===== config.mk =====
export PLATFORM = sky130hd
export DESIGN_NAME = alu_cmd_sequencer_flat
export DESIGN_NICKNAME = d
export VERILOG_FILES = /design/src/rtl/alu_cmd_sequencer_pkg.sv /design/src/rtl/alu_cmd_sequencer_if.sv /design/src/rtl/alu_cmd_sequencer_cmd_fifo.sv /design/src/rtl/alu_cmd_sequencer.sv /design/src/flat_wrapper.sv
export SDC_FILE = /design/constraint.sdc
export NUM_CORES = 1
export LEC_CHECK = 0
export ABC_AREA = 1
export ABC_CLOCK_PERIOD_IN_PS = 3200
export CAP_MARGIN = 15
export CELL_PAD_IN_SITES_DETAIL_PLACEMENT = 0
export CELL_PAD_IN_SITES_GLOBAL_PLACEMENT = 2
export CORE_MARGIN = 2
export CORE_UTILIZATION = 35
export CTS_BUF_LIST = sky130_fd_sc_hd__clkbuf_4 sky130_fd_sc_hd__clkbuf_8 sky130_fd_sc_hd__clkbuf_16
export DETAILED_ROUTE_END_ITERATION = 8
export GPL_ROUTABILITY_DRIVEN = 1
export PLACE_DENSITY_LB_ADDON = 0.1
export SYNTH_ARGS = -nofsm -noshare
export SYNTH_HDL_FRONTEND = slang
export SYNTH_SLANG_ARGS = --single-unit

===== constraint.sdc =====
create_clock -name clk -period 3.2 [get_ports clk]
set_input_delay 0.64 -clock clk [delete_from_list [all_inputs] [get_ports clk]]
set_output_delay 0.64 -clock clk [all_outputs]
set_load 0.01 [all_outputs]

===== src/rtl/alu_cmd_sequencer_pkg.sv =====
// Shared types and encodings for the ALU command sequencer: operand/op widths,
// ALU input-select codes, FSM state enum and the queued command layout.
package alu_cmd_sequencer_pkg;

  localparam int OPND_W = 8;
  localparam int OP_W   = 7;
  localparam int CMD_W  = 2 * OPND_W + OP_W;

  localparam logic [2:0] SEL_PERSIST = 3'b100;
  localparam logic [2:0] SEL_LOAD    = 3'b010;
  localparam logic [2:0] SEL_RESET   = 3'b001;

  typedef enum logic [1:0] {
    ST_IDLE,
    ST_LOAD,
    ST_HOLD,
    ST_DRAIN
  } state_t;

  typedef struct packed {
    logic [OPND_W-1:0] num1;
    logic [OPND_W-1:0] num2;
    logic [OP_W-1:0]   op;
  } cmd_t;

  // Exactly one bit set; an all-zero op is illegal too.
  function automatic logic isOneHot(input logic [OP_W-1:0] op);
    return (op != '0) && ((op & (op - OP_W'(1))) == '0);
  endfunction

endpackage


===== src/rtl/alu_cmd_sequencer_if.sv =====
// Command, ALU and result channels of the sequencer; slave is the sequencer,
// master is whoever issues commands, hosts the ALU and consumes results.
interface alu_cmd_sequencer_if;

  logic                                    cmd_valid;
  logic                                    cmd_ready;
  logic [alu_cmd_sequencer_pkg::OPND_W-1:0] cmd_num1;
  logic [alu_cmd_sequencer_pkg::OPND_W-1:0] cmd_num2;
  logic [alu_cmd_sequencer_pkg::OP_W-1:0]   cmd_op;

  logic                                    alu_on;
  logic [2:0]                              alu_in_sel;
  logic [alu_cmd_sequencer_pkg::OPND_W-1:0] alu_num1;
  logic [alu_cmd_sequencer_pkg::OPND_W-1:0] alu_num2;
  logic [alu_cmd_sequencer_pkg::OP_W-1:0]   alu_out_sel;
  logic [alu_cmd_sequencer_pkg::OPND_W-1:0] alu_out;

  logic                                    res_valid;
  logic                                    res_ready;
  logic [alu_cmd_sequencer_pkg::OPND_W-1:0] res_data;
  logic                                    res_err;

  modport master (
    output cmd_valid, cmd_num1, cmd_num2, cmd_op,
    input  cmd_ready,
    input  alu_on, alu_in_sel, alu_num1, alu_num2, alu_out_sel,
    output alu_out,
    input  res_valid, res_data, res_err,
    output res_ready
  );

  modport slave (
    input  cmd_valid, cmd_num1, cmd_num2, cmd_op,
    output cmd_ready,
    output alu_on, alu_in_sel, alu_num1, alu_num2, alu_out_sel,
    input  alu_out,
    output res_valid, res_data, res_err,
    input  res_ready
  );

endinterface


===== src/rtl/alu_cmd_sequencer_cmd_fifo.sv =====
// Circular command FIFO of DEPTH 23-bit entries with combinational head,
// occupancy count and a synchronous flush that empties it.
module alu_cmd_sequencer_cmd_fifo
  import alu_cmd_sequencer_pkg::*;
#(
  parameter int DEPTH = 4
) (
  input  logic                         clk,
  input  logic                         rst_n,
  input  logic                         i_flush,
  input  logic                         i_push,
  input  logic [CMD_W-1:0]             i_pushData,
  input  logic                         i_pop,
  output logic [CMD_W-1:0]             o_headData,
  output logic [$clog2(DEPTH+1)-1:0]   o_count,
  output logic                         o_empty
);

  localparam int PTR_W = $clog2(DEPTH);
  localparam int CNT_W = $clog2(DEPTH + 1);

  logic [CMD_W-1:0] r_mem [DEPTH];
  logic [PTR_W-1:0] r_wrPtr;
  logic [PTR_W-1:0] r_rdPtr;
  logic [CNT_W-1:0] r_count;
  logic             w_full;
  logic             w_doPush;
  logic             w_doPop;

  assign o_empty    = (r_count == '0);
  assign w_full     = (r_count == CNT_W'(DEPTH));
  assign w_doPop    = i_pop && !o_empty;
  assign w_doPush   = i_push && (!w_full || w_doPop);
  assign o_headData = r_mem[r_rdPtr];
  assign o_count    = r_count;

  // Pointers wrap naturally because DEPTH is a power of two.
  always_ff @(posedge clk or negedge rst_n) begin
    if (!rst_n) begin
      r_wrPtr <= '0;
      r_rdPtr <= '0;
      r_count <= '0;
    end else if (i_flush) begin
      r_wrPtr <= '0;
      r_rdPtr <= '0;
      r_count <= '0;
    end else begin
      if (w_doPush) r_wrPtr <= r_wrPtr + 1'b1;
      if (w_doPop)  r_rdPtr <= r_rdPtr + 1'b1;
      case ({w_doPush, w_doPop})
        2'b10:   r_count <= r_count + 1'b1;
        2'b01:   r_count <= r_count - 1'b1;
        default: r_count <= r_count;
      endcase
    end
  end

  always_ff @(posedge clk) begin
    if (w_doPush && !i_flush) r_mem[r_wrPtr] <= i_pushData;
  end

endmodule


===== src/rtl/alu_cmd_sequencer.sv =====
// Queues ALU commands, drives one at a time through an external ALU with fixed
// latency and holds each result (or illegal-op error) until the consumer takes it.
module alu_cmd_sequencer
  import alu_cmd_sequencer_pkg::*;
#(
  parameter int DEPTH   = 4,
  parameter int ALU_LAT = 2
) (
  input  logic                        clk,
  input  logic                        rst_n,
  input  logic                        i_flush,
  output logic [$clog2(DEPTH+1)-1:0]  o_fifo_count,
  alu_cmd_sequencer_if.slave          bus
);

  localparam int CNT_W  = (ALU_LAT > 1) ? $clog2(ALU_LAT) : 1;
  localparam int FCNT_W = $clog2(DEPTH + 1);

  state_t            r_state;
  state_t            w_nextState;
  cmd_t              w_head;
  cmd_t              w_pushData;
  cmd_t              r_held;
  logic              w_empty;
  logic              w_push;
  logic              w_pop;
  logic              w_headLegal;
  logic              w_cmdReady;
  logic [CNT_W-1:0]  r_cnt;
  logic [OPND_W-1:0] r_resData;
  logic              r_resErr;

  assign w_pushData  = {bus.cmd_num1, bus.cmd_num2, bus.cmd_op};
  assign w_headLegal = isOneHot(w_head.op);
  assign w_cmdReady  = rst_n && !i_flush && (o_fifo_count < FCNT_W'(DEPTH));
  assign w_push      = bus.cmd_valid && w_cmdReady;
  // Legal heads leave the queue at the end of LOAD, illegal ones straight from IDLE.
  assign w_pop       = (r_state == ST_LOAD) ||
                       ((r_state == ST_IDLE) && !w_empty && !w_headLegal);

  alu_cmd_sequencer_cmd_fifo #(.DEPTH(DEPTH)) u_cmdFifo (
    .clk        (clk),
    .rst_n      (rst_n),
    .i_flush    (i_flush),
    .i_push     (w_push),
    .i_pushData (w_pushData),
    .i_pop      (w_pop),
    .o_headData (w_head),
    .o_count    (o_fifo_count),
    .o_empty    (w_empty)
  );

  always_ff @(posedge clk or negedge rst_n) begin
    if (!rst_n)       r_state <= ST_IDLE;
    else if (i_flush) r_state <= ST_IDLE;
    else              r_state <= w_nextState;
  end

  always_comb begin
    w_nextState = r_state;
    case (r_state)
      ST_IDLE:  if (!w_empty) w_nextState = w_headLegal ? ST_LOAD : ST_DRAIN;
      ST_LOAD:  w_nextState = ST_HOLD;
      ST_HOLD:  if (r_cnt == '0) w_nextState = ST_DRAIN;
      ST_DRAIN: if (bus.res_ready) w_nextState = ST_IDLE;
      default:  w_nextState = ST_IDLE;
    endcase
  end

  // Latency counter, operand hold register and result slot.
  always_ff @(posedge clk or negedge rst_n) begin
    if (!rst_n) begin
      r_cnt     <= '0;
      r_held    <= '0;
      r_resData <= '0;
      r_resErr  <= 1'b0;
    end else if (i_flush) begin
      r_cnt     <= '0;
      r_held    <= '0;
      r_resData <= '0;
      r_resErr  <= 1'b0;
    end else begin
      case (r_state)
        ST_IDLE: begin
          if (!w_empty && !w_headLegal) begin
            r_resData <= '0;
            r_resErr  <= 1'b1;
          end
        end
        ST_LOAD: begin
          r_cnt  <= CNT_W'(ALU_LAT - 1);
          r_held <= w_head;
        end
        ST_HOLD: begin
          if (r_cnt == '0) begin
            r_resData <= bus.alu_out;
            r_resErr  <= 1'b0;
          end else begin
            r_cnt <= r_cnt - 1'b1;
          end
        end
        default: ;
      endcase
    end
  end

  always_comb begin
    bus.alu_on      = 1'b0;
    bus.alu_in_sel  = SEL_RESET;
    bus.alu_num1    = '0;
    bus.alu_num2    = '0;
    bus.alu_out_sel = '0;
    case (r_state)
      ST_LOAD: begin
        bus.alu_on      = 1'b1;
        bus.alu_in_sel  = SEL_LOAD;
        bus.alu_num1    = w_head.num1;
        bus.alu_num2    = w_head.num2;
        bus.alu_out_sel = w_head.op;
      end
      ST_HOLD, ST_DRAIN: begin
        bus.alu_on      = 1'b1;
        bus.alu_in_sel  = SEL_PERSIST;
        bus.alu_num1    = r_held.num1;
        bus.alu_num2    = r_held.num2;
        bus.alu_out_sel = r_held.op;
      end
      default: ;
    endcase
  end

  assign bus.cmd_ready = w_cmdReady;
  assign bus.res_valid = (r_state == ST_DRAIN);
  assign bus.res_data  = r_resData;
  assign bus.res_err   = r_resErr;

endmodule


===== src/flat_wrapper.sv =====
// flat-port wrapper written by rule: the top's interface ports become plain ports
module alu_cmd_sequencer_flat import alu_cmd_sequencer_pkg::*;
#(
  parameter int DEPTH   = 4,
  parameter int ALU_LAT = 2
)
  (clk, rst_n, i_flush, o_fifo_count, bus_cmd_valid, bus_cmd_num1, bus_cmd_num2, bus_cmd_op, bus_cmd_ready, bus_alu_on, bus_alu_in_sel, bus_alu_num1, bus_alu_num2, bus_alu_out_sel, bus_alu_out, bus_res_valid, bus_res_data, bus_res_err, bus_res_ready);
  alu_cmd_sequencer_if bus_i ();
  input  logic clk;
  input  logic rst_n;
  input  logic i_flush;
  output logic [$clog2(DEPTH+1)-1:0] o_fifo_count;
  input wire logic [$bits(bus_i.cmd_valid)-1:0] bus_cmd_valid;
  input wire logic [$bits(bus_i.cmd_num1)-1:0] bus_cmd_num1;
  input wire logic [$bits(bus_i.cmd_num2)-1:0] bus_cmd_num2;
  input wire logic [$bits(bus_i.cmd_op)-1:0] bus_cmd_op;
  output wire logic [$bits(bus_i.cmd_ready)-1:0] bus_cmd_ready;
  output wire logic [$bits(bus_i.alu_on)-1:0] bus_alu_on;
  output wire logic [$bits(bus_i.alu_in_sel)-1:0] bus_alu_in_sel;
  output wire logic [$bits(bus_i.alu_num1)-1:0] bus_alu_num1;
  output wire logic [$bits(bus_i.alu_num2)-1:0] bus_alu_num2;
  output wire logic [$bits(bus_i.alu_out_sel)-1:0] bus_alu_out_sel;
  input wire logic [$bits(bus_i.alu_out)-1:0] bus_alu_out;
  output wire logic [$bits(bus_i.res_valid)-1:0] bus_res_valid;
  output wire logic [$bits(bus_i.res_data)-1:0] bus_res_data;
  output wire logic [$bits(bus_i.res_err)-1:0] bus_res_err;
  input wire logic [$bits(bus_i.res_ready)-1:0] bus_res_ready;
  assign bus_i.cmd_valid = bus_cmd_valid;
  assign bus_i.cmd_num1 = bus_cmd_num1;
  assign bus_i.cmd_num2 = bus_cmd_num2;
  assign bus_i.cmd_op = bus_cmd_op;
  assign bus_cmd_ready = bus_i.cmd_ready;
  assign bus_alu_on = bus_i.alu_on;
  assign bus_alu_in_sel = bus_i.alu_in_sel;
  assign bus_alu_num1 = bus_i.alu_num1;
  assign bus_alu_num2 = bus_i.alu_num2;
  assign bus_alu_out_sel = bus_i.alu_out_sel;
  assign bus_i.alu_out = bus_alu_out;
  assign bus_res_valid = bus_i.res_valid;
  assign bus_res_data = bus_i.res_data;
  assign bus_res_err = bus_i.res_err;
  assign bus_i.res_ready = bus_res_ready;
  alu_cmd_sequencer #(.DEPTH(DEPTH), .ALU_LAT(ALU_LAT)) u_core (.clk(clk), .rst_n(rst_n), .i_flush(i_flush), .o_fifo_count(o_fifo_count), .bus(bus_i));
endmodule

==> impl_metrics.csv <==
group,metric,value,unit
status,outcome,"finished clean",
pwr,p_per_area,807,nW/um^2
route,firstDrtPassIters,4,
global_routing,grt_usage,16.7,%
cts,clk_pin_slew,0.05,ns
timing,fin_crit_sh,95.8,%
floorplanning,dieArea,17600,um^2
synthesis,synthAdderAreaFrac,2.28,%
critical_path,critPathKind,"reg2out",
synthesis,synth_xor_area_share,0.151,%
timing,skew,0.0181,ns
critical_path,required,2.56,ns
global_routing,grt_pass1_wl,22.2,mm
cts,root_buffer,"clkbuf_16",
timing,fin_crit,3.07,ns
cts,cts_tree,"done",
cells_and_area,drive_above_1_share,15.9,%
pwr,ir_drop,0.457,mV
placement,gp_congestion,0.772,
timing,setup_viol,0,
floorplanning,coreArea,16400,um^2
synthesis,synthMuxAreaShare,0,%
synthesis,synth_top_family_by_area,"simple AND/OR/NAND/NOR gates",
synthesis,yosys_warnings,0,
cts,clk_latency,0.42,ns
timing,relSlewSlack,58.4,%
route,route.detailed.drc,0,
global_routing,grt_overflow,0,
synthesis,ys_ff_latch,134,
synthesis,syn_area,5810,um^2
timing,finalSetupTns,0,ns
synthesis,yosysUniqueCellTypes,31,
cells_and_area,area_growth,28.8,%
global_routing,grt_max_degree,43,
route,drt_iter0_markers,224,
route,vias,4141,
critical_path,start_kind,"flip-flop",
synthesis,synthSimpleGateAreaFrac,16.2,%
cts,htreeDepth,4,
critical_path,crit_start,"u_core.r_state[0]",
cts,hold_buffers,0,
synthesis,syn_inst,542,
cts,cts_made_buffers,17,
critical_path,end_kind,"output port",
global_routing,antenna_found_initial,0,
placement,io_buffers,76,
cts,cts.sinks,134,
route,via_per_inst,4.78,
synthesis,synth_nets,588,
timing,timing.fmax,326,MHz
route,drtAntennaViolNets,0,
timing,hold_ws,0.394,ns
cells_and_area,diodes,0,
timing,tightest_slew,0.621,ns
placement,dp_hpwl,9.48,mm
floorplanning,dieHeight,133,um
floorplanning,io_pins,77,
floorplanning,die_w,133,um
route,wire_per_inst,16.6,um
route,wl,14.4,mm
synthesis,ys_seq_area_share,65.6,%
cts,clockBufferDepth,2,
pwr,p_leak,2.85,nW
timing,maxSlewViolCount,0,
global_routing,grt_pass1_vias,4087,
hold_path,min_path_type,"in2async",
critical_path,cp.arrival,2.43,ns
synthesis,synth_compound_area_share,11.4,%
critical_path,cp_max_fo,6,
floorplanning,rows,47,
job,cap_violations,0,
critical_path,r2r-start,"u_core.u_cmdFifo.r_rdPtr[1]",
cells_and_area,final_nets,679,
timing,hold_viol_final,0,
timing,rsz0062_at_grt,"no",
synthesis,syn_area_per_cell,10.7,um^2
floorplanning,start_util,35.4,%
[through the flow]
step                      utilization (%)  std cells  area [um^2]  setup WS [ns]  total power, mW
final                                45.6        866         7480          0.135             6.04
after CTS                            45.6        866         7480         0.0115             6.13
after global routing                 45.6        866         7480       0.000383             6.38
after detailed placement             41.9        834         6870          0.357             4.16
after floorplan                         -        542         5810          0.608             3.38
after global placement               41.9        834         6870          0.337             4.15
[cells by family after synthesis]
group	after synthesis
AOI/OAI and AO/OA	116
buffers and inverters	54
DFF	134
adders and majority gates	10
xor gates and xnor gates	1
and+or+nand+nor	227
[report_power, final]
part	internal (mW)	switching, mW
Combinational	0.771	1.20
Sequential	2.03	0.111
Clock	1.21	0.720
Total	4.01	2.03
[final timing paths]
path / cells past startpoint / slack [ns] / endpoint
max: 8 / 0.13 / bus_alu_num2[7]
min: 2 / 0.39 / u_core.r_held[1]
max reg2reg: 19 / 0.46 / u_core.u_cmdFifo.o_count[2]
min reg2reg: 2 / 0.48 / u_core.bus.res_data[2]
max in group asynchronous: 2 / 2.39 / u_core.u_cmdFifo.r_wrPtr[1]
min in group clk: 2 / 0.48 / u_core.bus.res_data[2]
[cells in the mapped netlist]
cell / n / area share, %
edfxtp_1: 92 / 48
buf_2: 2 / 0.17
a21oi_1: 50 / 4.3
inv_1: 14 / 0.90
buf_6: 4 / 0.78
o21ai_1: 4 / 0.34
buf_4: 1 / 0.13
buf_1: 1 / 0.065
xor2_1: 1 / 0.15
o22ai_1: 17 / 1.8
nor2_1: 48 / 3.1
nand2_1: 144 / 9.3
o21ai_0: 32 / 2.8
o21ai_2: 8 / 1.2
nor2_2: 3 / 0.32
a22o_1: 1 / 0.15
buf_12: 1 / 0.34
nand2_2: 11 / 1.2
o31ai_1: 1 / 0.13
dfrtp_1: 42 / 18
clkbuf_1: 19 / 1.2
o32ai_1: 1 / 0.15
o211ai_4: 1 / 0.37
nor3_1: 1 / 0.086
nand3_1: 15 / 1.3
inv_2: 12 / 0.78
ha_1: 9 / 1.9
a31oi_1: 1 / 0.11
nand3_2: 4 / 0.69
fa_1: 1 / 0.34
nor2_4: 1 / 0.19
[final cells by class]
| class | instances | area (um^2) |
|---|---|---|
| timing repair buffer | 100 | 936 |
| tap | 220 | 275 |
| clock inverter | 11 | 125 |
| multi-input combinational | 354 | 1770 |
| inverter | 26 | 100 |
| sequential | 134 | 3810 |
| fill | 1503 | 8920 |
| clock buffer | 21 | 468 |
[placed cells by master (no fill, tap or decap), drive strengths merged]
cell type / instances
clkdlybuf4s50: 75
nor3: 1
a22o: 1
dfrtp: 42
o211ai: 1
xor2: 1
nor2: 52
bufinv: 2
inv: 27
fa: 1
o22ai: 17
o31ai: 1
ha: 9
buf: 25
o32ai: 1
nand3: 19
nand2: 155
a31oi: 1
o21ai: 44
edfxtp: 92
clkinvlp: 2
clkbuf: 21
a21oi: 50
clkinv: 6
[flip-flops by register name, indices dropped and copies added, names as in the netlist]
register / flops
u_core.bus.res_data: 8
u_core.bus.res_err: 1
u_core.u_cmdFifo.r_wrPtr: 2
u_core.r_state: 2
u_core.r_cnt: 1
u_core.u_cmdFifo.r_mem: 92
u_core.u_cmdFifo.o_count: 3
u_core.u_cmdFifo.r_rdPtr: 2
u_core.r_held: 23
[worst max-delay path, cell delays in order (launching register included)]
cell and delay [ns]:
dfrtp_1 0.42, inv_1 0.15, ha_1 0.21, inv_2 0.07, nand2_2 0.16, buf_4 0.19, nand2_1 0.05, a21oi_1 0.20
clkdlybuf4s50_1 0.57
[metal layers]
layer	part of all wire [%]	vias up	global-route usage, %
met4	1.3	0	6.45
met3	4.4	12	3.98
met1	46	1999	21.5
met2	48	90	27.4
met5	0	-	0
li1	-	2040	-
[what timing repair did]
item,in CTS,in global routing
buffers inserted,0,0
pin swaps,0,0
resized for setup,3,1
setup endpoints to repair,13,11
Power figures use the tool's default switching activity.
